**src/rtl/fifo_rr_arbiter_pkg.sv**
```systemverilog
// Shared types and helpers for the fifo round-robin drain arbiter.
package arb_pkg;

  // Output-register occupancy: IDLE = empty, HOLD = a word is presented.
  typedef enum logic {
    IDLE = 1'b0,
    HOLD = 1'b1
  } arb_state_e;

  // Successor of idx in a ring of n entries.
  function automatic int rr_next(input int idx, input int n);
    return (idx + 1) % n;
  endfunction

endpackage

```
**src/rtl/fifo_rr_arbiter_rr_pick.sv**
```systemverilog
// Combinational round-robin priority encoder: picks the first requester
// strictly after i_last, wrapping around the ring.
module rr_pick
  import arb_pkg::*;
#(
  parameter int NUM_REQ = 4,
  parameter int IDX_W   = $clog2(NUM_REQ)
) (
  input  logic [NUM_REQ-1:0] i_req,
  input  logic [IDX_W-1:0]   i_last,
  output logic [NUM_REQ-1:0] o_gnt_onehot,
  output logic [IDX_W-1:0]   o_gnt_idx,
  output logic               o_gnt_any
);

  // One extra bit so start+offset never wraps before the modulo reduction,
  // which keeps non-power-of-2 rings correct.
  localparam logic [IDX_W:0] N_W = (IDX_W + 1)'(NUM_REQ);

  logic [IDX_W:0] w_start;
  logic [IDX_W:0] w_cand;

  assign w_start = (IDX_W + 1)'(rr_next(int'(i_last), NUM_REQ));

  // Scan the ring from the slot after the last grant; first hit wins.
  always_comb begin
    // NOTE: every output gets a default before the loop so no path leaves a
    // value unassigned (no latch); blocking '=' is correct in combinational code.
    o_gnt_onehot = '0;
    o_gnt_idx    = '0;
    o_gnt_any    = 1'b0;
    w_cand       = '0;
    for (int k = 0; k < NUM_REQ; k++) begin
      w_cand = w_start + (IDX_W + 1)'(k);
      if (w_cand >= N_W) w_cand = w_cand - N_W;
      if (!o_gnt_any && i_req[w_cand[IDX_W-1:0]]) begin
        o_gnt_onehot[w_cand[IDX_W-1:0]] = 1'b1;
        o_gnt_idx                       = w_cand[IDX_W-1:0];
        o_gnt_any                       = 1'b1;
      end
    end
  end

endmodule

```
**src/rtl/fifo_rr_arbiter.sv**
```systemverilog
// Drain stage for a bank of fifos: round-robin pops one non-empty fifo per
// cycle into a 1-deep output register presented on a valid/ready port.
module fifo_rr_arbiter
  import arb_pkg::*;
#(
  parameter int NUM_REQ    = 4,
  parameter int DATA_WIDTH = 4,
  parameter int IDX_W      = $clog2(NUM_REQ)
) (
  input  logic                          i_clk,
  input  logic                          i_rst,
  input  logic [NUM_REQ-1:0]            i_fifo_empty,
  input  logic [NUM_REQ*DATA_WIDTH-1:0] i_fifo_dout,
  output logic [NUM_REQ-1:0]            o_fifo_pop,
  output logic                          o_out_valid,
  input  logic                          i_out_ready,
  output logic [DATA_WIDTH-1:0]         o_out_data,
  output logic [IDX_W-1:0]              o_out_src
);

  arb_state_e            r_state;
  arb_state_e            w_state_next;
  logic [DATA_WIDTH-1:0] r_out_data;
  logic [IDX_W-1:0]      r_out_src;
  logic [IDX_W-1:0]      r_last_grant;

  logic                  w_can_load;
  logic                  w_handshake;
  logic [NUM_REQ-1:0]    w_req;
  logic [NUM_REQ-1:0]    w_gnt_onehot;
  logic [IDX_W-1:0]      w_gnt_idx;
  logic                  w_gnt_any;
  logic                  w_grant;

  // The output register can take a word when it is empty or draining now.
  assign w_can_load  = (r_state == IDLE) || i_out_ready;
  assign w_handshake = (r_state == HOLD) && i_out_ready;
  assign w_req       = w_can_load ? ~i_fifo_empty : '0;

  rr_pick #(
    .NUM_REQ (NUM_REQ),
    .IDX_W   (IDX_W)
  ) u_rr_pick (
    .i_req        (w_req),
    .i_last       (r_last_grant),
    .o_gnt_onehot (w_gnt_onehot),
    .o_gnt_idx    (w_gnt_idx),
    .o_gnt_any    (w_gnt_any)
  );

  // Pops are suppressed while reset is held so no word is lost upstream.
  assign w_grant     = w_gnt_any && !i_rst;
  assign o_fifo_pop  = w_grant ? w_gnt_onehot : '0;
  assign o_out_valid = (r_state == HOLD);
  assign o_out_data  = r_out_data;
  assign o_out_src   = r_out_src;

  // State register: tracks whether the output register holds a word.
  always_ff @(posedge i_clk or posedge i_rst) begin
    // NOTE: sequential state uses non-blocking '<=' so all flops update
    // together from pre-edge values.
    if (i_rst) r_state <= IDLE;
    else       r_state <= w_state_next;
  end

  // Next-state logic: load keeps HOLD, a drain without refill returns to IDLE.
  always_comb begin
    w_state_next = r_state;
    unique case (r_state)
      IDLE: if (w_grant) w_state_next = HOLD;
      HOLD: if (w_handshake && !w_grant) w_state_next = IDLE;
      default: w_state_next = IDLE;
    endcase
  end

  // Capture the popped word, its source and the new round-robin pointer.
  always_ff @(posedge i_clk or posedge i_rst) begin
    if (i_rst) begin
      r_out_data   <= '0;
      r_out_src    <= '0;
      r_last_grant <= IDX_W'(NUM_REQ - 1);
    end else if (w_grant) begin
      r_out_data   <= i_fifo_dout[w_gnt_idx*DATA_WIDTH +: DATA_WIDTH];
      r_out_src    <= w_gnt_idx;
      r_last_grant <= w_gnt_idx;
    end
  end

endmodule

```
**config.mk**
```make
export PLATFORM = sky130hd
export DESIGN_NAME = fifo_rr_arbiter
export DESIGN_NICKNAME = d
export VERILOG_FILES = /design/src/rtl/fifo_rr_arbiter_pkg.sv /design/src/rtl/fifo_rr_arbiter_rr_pick.sv /design/src/rtl/fifo_rr_arbiter.sv
export SDC_FILE = /design/constraint.sdc
export NUM_CORES = 1
export LEC_CHECK = 0
export CAP_MARGIN = 25
export CORE_MARGIN = 2
export CORE_UTILIZATION = 43
export CTS_BUF_LIST = sky130_fd_sc_hd__clkbuf_4 sky130_fd_sc_hd__clkbuf_8
export DETAILED_ROUTE_END_ITERATION = 7
export GPL_ROUTABILITY_DRIVEN = 0
export PLACE_DENSITY = 0.86
export SYNTH_ARGS = -nofsm -noshare
export SYNTH_HDL_FRONTEND = slang
export SYNTH_SLANG_ARGS = --single-unit
```
**constraint.sdc**
```tcl
create_clock -name i_clk -period 2.65 [get_ports i_clk]
set_clock_uncertainty 0.05 [all_clocks]
set_input_delay 0.3975 -clock i_clk [delete_from_list [all_inputs] [get_ports i_clk]]
set_output_delay 0.3975 -clock i_clk [all_outputs]
set_load 0.01 [all_outputs]
```
# Yosys cells after proc, flatten, opt, wreduce, memory -nomap -nowiden
# Cells that the tools add are included.
# word_totals
mem_bits_rw	0
in_bits	23
regBits	9
output_inout_bits	11
latch_bits	0
mem_bits_ro	0
wordCells	85
memories	0
# classes
n_reduce_logical	17
add_sub_neg	8
order_cmp	12
bitwise	6
n_mul	0
n_div	0
n_eq_ne	0
n_shift	1
mux	37
# ops
operator	n
$mux 4	6
$mux 2	8
$shiftx 16x5->4	1
$mux 1	14
$ge 3x3->1 const B	4
$lt 2x3->1 const B	4
$or 4x4->4	3
$logic_and 1x1->1	10
$bmux 1 s2	4
$demux 1 s2	4
$ge 2x1->1 const B	4
$sub 2x1->2 const B	4
$add 3x2->3 const B	2
$logic_not 1->1	5
$not 4->4	1
$add 3x1->3 const B	1
$add 2x1->2 const B	1
$pmux 1 s2	1
$reduce_or 2->1	1
$and 1x1->1 const A	1
$logic_or 1x1->1	1
$not 1->1	1

# Depth between registers and ports, before layout
# Gate-level depths: netlist of run 1.
# depth
word_depth	22
ltp_mapped	11
ltp_nobuf	9

# Modules after synthesis
# From an unflattened synthesis of run 1, not the netlist that was laid out.
# unflattened
hier_cells	114
hier_area_um2	1068.5
# by_module_without_submodules
mod	instances	seq_area_each_um2	area_each_um2	cells_per_inst
rr_pick	1	0.0	578.1	79
fifo_rr_arbiter	1	227.7	490.5	35

# Least setup slack after synthesis of run 1
# OpenSTA, ideal clock, no wires.
# synth_timing
kind	reg-to-output
start	register r_last_grant[0]
end	output o_fifo_pop[2]
slack_ns	-0.334
required_time_ns	2.203
arrival_time_ns	2.536
stages_incl_launch_ff	10
path_buffers	2
path_cell_list	dfstp_2 buf_4 clkinv_1 ha_1 inv_1 nor3_1 a221oi_4 buf_6 a222oi_1 a21oi_1
# synth_via
elab_chain_cells	19
elab_cells_between_ends	65
cone_classes	add/sub (8); order compare (12); mux (29); bitwise (4); reduce/logical (12)
# synth_lines
item	line	text
from (decl)	fifo_rr_arbiter.sv:25	logic [IDX_W-1:0] r_last_grant;
from (signal assigned)	fifo_rr_arbiter.sv:81	r_last_grant <= IDX_W'(NUM_REQ - 1);
from (signal assigned)	fifo_rr_arbiter.sv:85	r_last_grant <= w_gnt_idx;
$add 2x1->2 *	fifo_rr_arbiter_pkg.sv:12	return (idx + 1) % n;
parallel branches: the longest is 17 deep, another holds $add 3x1->3	-	
$mux 4 *	fifo_rr_arbiter.sv:53	assign o_fifo_pop = w_grant ? w_gnt_onehot : '0;
to (decl)	fifo_rr_arbiter.sv:14	output logic [NUM_REQ-1:0] o_fifo_pop,
# Mark *: on every way between the ends. The select of a mux whose other input is x is not followed.

# Worst setup path after layout of run 1
# Ends and elaborated chain as after synthesis.

==> impl_metrics.ini, run 1 <==
[floorplan]
core-area_um2 = 2432
start_util_pct = 44.60
ios = 34
rows = 18
die-area_um2 = 2940
die_h_um = 54.23
die_w_um = 54.23

[route]
via_per_inst = 6.060
first_pass_iters = 4
wirelength_um = 4403
vias = 1406
postRouteAntennaNets = 0
drc = 0
routedWlPerCell_um = 18.98
drt_iter0_drc = 53

[setup_path]
slowest_stage = dfstp_2
cp-start-kind = flip-flop
rrSetupSlack_ps = -220
path_max_fanout = 6
reg2reg_from = r_last_grant[0]
cp_slowest_stage_delay_ps = 640
path_cells = mux2_4 > or3_4 > buf_6 > nand2_4 > a21oi_4 > buf_6 > a222oi_1 > a21oi_1 > buf_2
worst-endpoint-required_ps = 2200
r2r-end = o_out_data[0]
arrival_ps = 2600
cp_common_cell = buf_6
crit_type = reg2out
setup.worst_path.end_class = output pin
r2r_cells = 10

[yosys]
muxShareOfSynthArea_pct = 13.84
ys_types = 37
synth_top_area_share_pct = 16.15
syn-num-nets = 159
synth_area_leaders = dfrtp_1 16%, ha_1 9.2%, mux2i_1 8.3%
ys.warnings.count = 0
yosys.area_share.simple_pct = 24.11
synth_compound_area_share_pct = 25.61
postSynthCellCount = 128
synthXorXnorAreaFrac_pct = 0.8074
avgSynthCellArea_um2 = 8.475
synth_area_um2 = 1085
yosys.area.top_type = dfrtp_1
synth_fa_ha_area_share_pct = 9.227
yosysSeqAreaShare_pct = 20.99
synth_top_family_by_area = compound AO/OA/AOI/OAI gates
synth_seq_cells = 9

[status]
violations = negative setup slack
status = finished, violations left

[layout]
utilization_pct = 77.78
layout.nets = 234
layout-drive-gt1-share_pct = 41.09
layout_common_cells = 32 x buf_4, 29 x clkdlybuf4s50_1, 13 x nand2_1
final_area_um2 = 1892
area_growth_pct = 74.39
layout_commonest_cell = buf_4
nFillCells = 147
antennaDiodeCount = 0

[timing]
finalHoldViolCount = 0
relSlewSlack_pct = 67.79
rsz0062_at_grt = true
tightestPinTransition_ps = 482.1
post-route-min-period_ps = 3044
drv_slew = 0
timing.final.ws_setup_ps = -394.3
tns_ps = -2208
min_period_over_period_pct = 114.9
setup_violations = 8
fmax_mhz = 328.5

[placement]
pre_cts_ws_ps = -589.6
port_buffers = 33
hpwlAfterDp_um = 2685
placed_area_um2 = 1670

[global_routing]
grt_pass1_wl_um = 6072
grt-ovfl-total = 0
antenna_found_initial = 0
track_usage_pct = 28.51
grt_start_max_net_pins = 12
grt_pass1_vias = 1349

[power_and_ir_drop]
p_per_area_nw_per_um2 = 1416
vdd_drop_max_mv = 0.9272
leakagePower_nw = 0.8442
p_total_mw = 2.679

[clock_tree]
cts.sinks = 9
clockBufferDepth = 2
clk_pin_slew_ps = 80
clkLatencyLatePin_ps = 290
numCtsBuffers = 3
cts_tree = built
htree_levels = 1
hold_buffers = 0
cts_root_buf = clkbuf_4

[run]
maxCapViolations = 0

[worst_hold_path]
hold_class = in2async
## per-stage QoR
step | instances | hold slack (ps)
after floorplan | 128 | 197.1
after detailed placement | 218 | 451.6
after CTS | 227 | 462.0
final | 232 | 444.3
after global placement | 218 | 411.7
after global routing | 232 | 440.8
## synth_stat cells, drive strengths merged
cell	count
inv	4
nand4	1
and2	3
o22ai	2
nand2	14
or3	11
a21o	1
nand3	5
o21ai	8
dfrtp	7
clkinv	1
mux2i	10
nand2b	6
buf	5
xnor2	1
a221oi	1
nor2	4
ha	8
nor3	1
o21a	1
o221a	4
dfstp	2
a222oi	4
o211ai	4
mux2	3
or2	2
a21oi	13
nor2b	2
## what timing repair did
| item | 4_1_cts | 5_1_grt |
|---|---|---|
| endpoints found under the setup margin | 12 | 12 |
| buffers inserted | 5 | 4 |
| pin swaps | 11 | 6 |
| resized for setup | 36 | 15 |
| cloned | 0 | 1 |
## registers in the layout (all words and copies together), names as in the netlist
name	cells
r_last_grant	2
o_out_src	2
o_out_data	4
o_out_valid	1
## cell families after synthesis
kind of cell / Yosys count
AND/OR/NAND/NOR: 49
adder cells (fa/ha/maj): 8
multiplexers: 13
flip-flops: 9
XOR/XNOR: 1
AO/OA/AOI/OAI: 38
buffers and inverters: 10
## worst max-delay path by stage
stage,from,to,slack (ps),cells after the start
floorplan,r_last_grant[0],o_fifo_pop[2],5,9
finish,r_last_grant[0],o_fifo_pop[2],-390,9
CTS,r_last_grant[0],o_fifo_pop[2],-340,9
detailed placement,i_fifo_empty[2],o_fifo_pop[1],-590,8
global route,r_last_grant[0],o_fifo_pop[2],-480,9
global placement,i_fifo_empty[2],o_fifo_pop[1],-510,8
## worst max-delay path: cells and delay by family (launching register included)
kind | cells | cell delay [ps]
and+or+nand+nor | 2 | 470
muxes | 1 | 340
AOI/OAI and AO/OA | 3 | 460
buffers and inverters | 3 | 410
DFF | 1 | 640
## report_power, final
part / internal (mW) / switching [mW] / total, mW / leakage, nW
Sequential: 0.222 / 0.0593 / 0.281 / 0.105
Clock: 0.0688 / 0.0627 / 0.131 / 0.0184
Combinational: 1.17 / 1.10 / 2.27 / 0.721
## per-layer routing
layer  track usage, %  vias to the layer above  wire length (um)
li1                 -                      631                 -
met2            49.40                       79              2156
met3            5.191                       29               338
met1            33.78                      667              1691
met4            13.33                        0               216
met5                0                        -                 0
## layout make-up
| cell class | count | area (um2) | share of cell area [%] |
|---|---|---|---|
| inverter | 5 | 23.77 | 1.257 |
| sequential | 9 | 227.7 | 12.04 |
| multi-input combinational | 110 | 917.1 | 48.48 |
| clock buffer | 4 | 30.03 | 1.587 |
| tap | 30 | 37.54 | 1.984 |
| timing repair buffer | 74 | 655.6 | 34.66 |
(Power assumes the default switching activity.)
==> run 2, diff against run 1 <==
--- a/config.mk
+++ b/config.mk
@@ -6,12 +6,15 @@
 export NUM_CORES = 1
 export LEC_CHECK = 0
 export CAP_MARGIN = 25
+export CELL_PAD_IN_SITES_DETAIL_PLACEMENT = 0
+export CELL_PAD_IN_SITES_GLOBAL_PLACEMENT = 1
 export CORE_MARGIN = 2
-export CORE_UTILIZATION = 43
+export CORE_UTILIZATION = 31
 export CTS_BUF_LIST = sky130_fd_sc_hd__clkbuf_4 sky130_fd_sc_hd__clkbuf_8
 export DETAILED_ROUTE_END_ITERATION = 7
 export GPL_ROUTABILITY_DRIVEN = 0
-export PLACE_DENSITY = 0.86
+export PLACE_DENSITY = 0.85
+export SKIP_LAST_GASP = 1
 export SYNTH_ARGS = -nofsm -noshare
 export SYNTH_HDL_FRONTEND = slang
 export SYNTH_SLANG_ARGS = --single-unit
==> impl_metrics.ini, run 2 (synthesis results as in run 1) <==
[route]
drc = 0
first_pass_iters = 5
wirelength_um = 3676
drt_iter0_drc = 52
postRouteAntennaNets = 0
routedWlPerCell_um = 15.00
via_per_inst = 5.286
vias = 1295

[setup_path]
critPathCapture = o_fifo_pop[3]
rrSetupSlack_ps = -100
r2r-end = o_out_data[1]
arrival_ps = 2460
startpoint = r_last_grant[0]
r2r_cells = 9
reg2reg_from = r_last_grant[0]
path_max_fanout = 6
worst-endpoint-required_ps = 2200
crit_type = reg2out
setup.worst_path.end_class = output pin
cp-start-kind = flip-flop

[layout]
largest_reg_flops = 4
area_growth_pct = 74.63
nFillCells = 312
antennaDiodeCount = 0
layout_common_cells = 35 x buf_4, 29 x clkdlybuf4s50_1, 13 x nand2_1
layout_commonest_cell = buf_4
layout-drive-gt1-share_pct = 42.71
layout.nets = 231

[run]
maxCapViolations = 0

[power_and_ir_drop]
switching_share_pct = 44.64
p_total_mw = 2.499
switching_power_mw = 1.116
p_per_area_nw_per_um2 = 1319
p_seq_share_pct = 11.5
p_comb_share_pct = 83.7
leakagePower_nw = 0.8200
pwr-share-clk_pct = 4.7
internal_power_mw = 1.383
vdd_drop_max_mv = 0.7843

[global_routing]
grt_start_max_net_pins = 12
grt_pass1_vias = 1338
grt-ovfl-total = 0
grt_pass1_wl_um = 6085
track_usage_pct = 19.16
antenna_found_initial = 0

[timing]
finalHoldViolCount = 0
relSlewSlack_pct = 72.10
timing.final.ws_setup_ps = -259.6
min_period_over_period_pct = 109.8
setup_violations = 8
holdWs_ps = 437.3
rsz0062_at_grt = true
tightestPinTransition_ps = 417.7
fmax_mhz = 343.7
post-route-min-period_ps = 2910
drv_slew = 0

[placement]
hpwlAfterDp_um = 2712
port_buffers = 33

[clock_tree]
cts_tree = built
cts.sinks = 9
numCtsBuffers = 3
hold_buffers = 0
cts_root_buf = clkbuf_4
clk_pin_slew_ps = 60
clockBufferDepth = 2
htree_levels = 1
clkLatencyLatePin_ps = 260

[floorplan]
core-area_um2 = 3337
die-area_um2 = 3989
ios = 34
rows = 21
die_w_um = 63.16
die_h_um = 63.16
start_util_pct = 32.51

[worst_hold_path]
hold_class = in2async

[status]
violations = negative setup slack
status = finished, violations left
run 2: cell count changes in the layout (fill, tap and decap cells not counted), sizes merged:
cell  before  now
buf       45   42
run 2: layout make-up:
class | count | area (um2) | share of cell area [%]
clock buffers | 4 | 30.03 | 1.585
inverters | 5 | 23.77 | 1.255
multi-input cells | 110 | 944.7 | 49.87
flip-flops and latches | 9 | 227.7 | 12.02
well taps | 46 | 57.56 | 3.038
repair buffers | 71 | 610.6 | 32.23
run 2: power groups by stage:
stage,clock network [mW],registers (mW),logic [mW]
after floorplan,0,0.301,1.05
after global placement,0,0.279,1.69
after detailed placement,0,0.285,1.74
after CTS,0.120,0.285,1.88
after global routing,0.137,0.296,2.26
final,0.118,0.289,2.09
run 2: how the worst min path moves through the flow:
stage                            start             to  cells after the start
after global placement    o_out_src[0]   o_out_src[0]                      2
after global routing             i_rst  o_out_data[2]                      3
after floorplan                  i_rst  o_out_data[0]                      1
final                            i_rst  o_out_data[2]                      3
after CTS                        i_rst  o_out_data[2]                      3
after detailed placement  o_out_src[0]   o_out_src[0]                      2
run 2: through the flow:
| stage | instances | cell area [um2] | setup TNS, ps | setup slack, ps | util (%) |
|---|---|---|---|---|---|
| after floorplan | 128 | 1106 | 0 | 5.096 | - |
| after global placement | 235 | 1698 | -4219 | -545.7 | 50.88 |
| after detailed placement | 235 | 1698 | -4618 | -595.5 | 50.88 |
| after CTS | 241 | 1799 | -1176 | -278.4 | 53.92 |
| after global routing | 245 | 1894 | -2651 | -404.5 | 56.77 |
| final | 245 | 1894 | -1353 | -259.6 | 56.77 |
run 2: metal layers:
layer | up-vias | global-route usage (%) | routed length, um
met4 | 0 | 8.611 | 25
met1 | 611 | 21.37 | 1477
met5 | - | 0 | 0
li1 | 624 | - | -
met2 | 56 | 35.90 | 1998
met3 | 4 | 2.321 | 174
run 2: what timing repair did:
action,CTS,global route
resized for setup,33,15
pin swaps,15,6
gates cloned,1,0
endpoints found under the hold margin,0,0
buffers inserted,1,5
endpoints found under the setup margin,12,11
run 2: critical path: stages, from the launching register on:
cell	delay, ps
dfstp_2	630
mux2_4	330
or3_4	390
a221oi_4	370
a222oi_1	180
a21oi_2	160
buf_2	140
==> run 3, diff against run 2 <==
--- a/config.mk
+++ b/config.mk
@@ -5,7 +5,6 @@
 export SDC_FILE = /design/constraint.sdc
 export NUM_CORES = 1
 export LEC_CHECK = 0
-export CAP_MARGIN = 25
 export CELL_PAD_IN_SITES_DETAIL_PLACEMENT = 0
 export CELL_PAD_IN_SITES_GLOBAL_PLACEMENT = 1
 export CORE_MARGIN = 2
==> results of run 3 <==
The final DEF is identical to that of run 2; final timing and power are the same.
==> edit: new RTL, config.mk and constraints of run 1 <==
`NUM_REQ` is set to 4 in 2 places; all go to 16.
--- a/src/rtl/fifo_rr_arbiter_rr_pick.sv
+++ b/src/rtl/fifo_rr_arbiter_rr_pick.sv
@@ -3,7 +3,7 @@
 module rr_pick
   import arb_pkg::*;
 #(
-  parameter int NUM_REQ = 4,
+  parameter int NUM_REQ = 16,
   parameter int IDX_W   = $clog2(NUM_REQ)
 ) (
   input  logic [NUM_REQ-1:0] i_req,
--- a/src/rtl/fifo_rr_arbiter.sv
+++ b/src/rtl/fifo_rr_arbiter.sv
@@ -3,7 +3,7 @@
 module fifo_rr_arbiter
   import arb_pkg::*;
 #(
-  parameter int NUM_REQ    = 4,
+  parameter int NUM_REQ    = 16,
   parameter int DATA_WIDTH = 4,
   parameter int IDX_W      = $clog2(NUM_REQ)
 ) (
Interface: changed (resized i_fifo_dout, i_fifo_empty, o_fifo_pop and o_out_src); port bits go from 34 to 108. The function was not compared with the original's and may differ.
==> edit against run 1 <==
The flow now stops in global routing. Synthesized area grew to 5.0 times the old value.
==> edit: results (changes against run 1) <==
| Metric | Value |
|---|---|
| Status | `stopped before the end` |
| Last stage | `global routing` |
| Error | `[ERROR GRT-0232] Routing congestion too high. Check the congestion heatmap in the GUI.` |
| Synth Flop Type | `dfrtp_1` |
| Buffers on Ports | `107 (+220%)` |
| Largest net degree at the start of global routing | `38` |
| Syn nets | `873 (+450%)` |
| Clock Tree Root | `clkbuf_8` |
| #FFs+latches synth | `13 (+4)` |
| Most instantiated cells after synthesis | `nand2_1 (126), nor2_1 (77), o21ai_0 (49)` |
| YS warnings | `0 (unchanged)` |
| Worst ep type | `register input` |
| Post-synth cell types | `83 (+120%)` |
| Total CTS buffers | `3 (unchanged)` |
| Hpwl dp | `22900 µm (+750%)` |
| Dominant cells by area after synthesis | `nand2_1 (8.6%), mux2i_1 (8.6%), mux4_2 (6.6%), nor2_1 (5.3%), o21ai_0 (4.5%)` |
| Total gr overflow | `92` |
| Register area share after synthesis | `6.04% (-15 points)` |
| Post-synth ARST share | `100% (unchanged)` |
| H-tree Lvls | `1 (unchanged)` |
| Tot GR Track Use | `76.5%` |
| Clock buffer depth | `2 (unchanged)` |
| GRT repair_timing worst endpoint | `o_out_data[2]$_DFFE_PP0P_/D` |
edit: cell families after synthesis:
logic type	synth area share [%]
buffers and inverters	5.97
muxes	18.3
AOI/OAI and AO/OA	35.7
xor gates and xnor gates	3.75
adders and majority gates	2.06
and+or+nand+nor	28.2
DFF	6.04
edit: timing repair:
| action | in CTS |
|---|---|
| setup endpoints to repair | 29 |
| cloned | 0 |
| buffers inserted | 27 |
| gates resized for setup | 149 |
| pin swaps | 44 |
edit: routing by layer:
metal	GRT overflow	GRT usage, %
met3	5	65.5
met2	45	90.2
met1	3	77.5
met4	39	76.4
met5	0	13.0
edit: stage by stage:
stage          instance area, µm²  worst slack [ns]  TNS (ns)  std cells
4_1_cts                      9400             -2.24    -58.16       1320
3_5_place_dp                 8810             -2.56    -66.28       1289
3_3_place_gp                 8810             -2.38    -61.31       1289
2_1_floorplan                5660             -2.35    -57.32        781
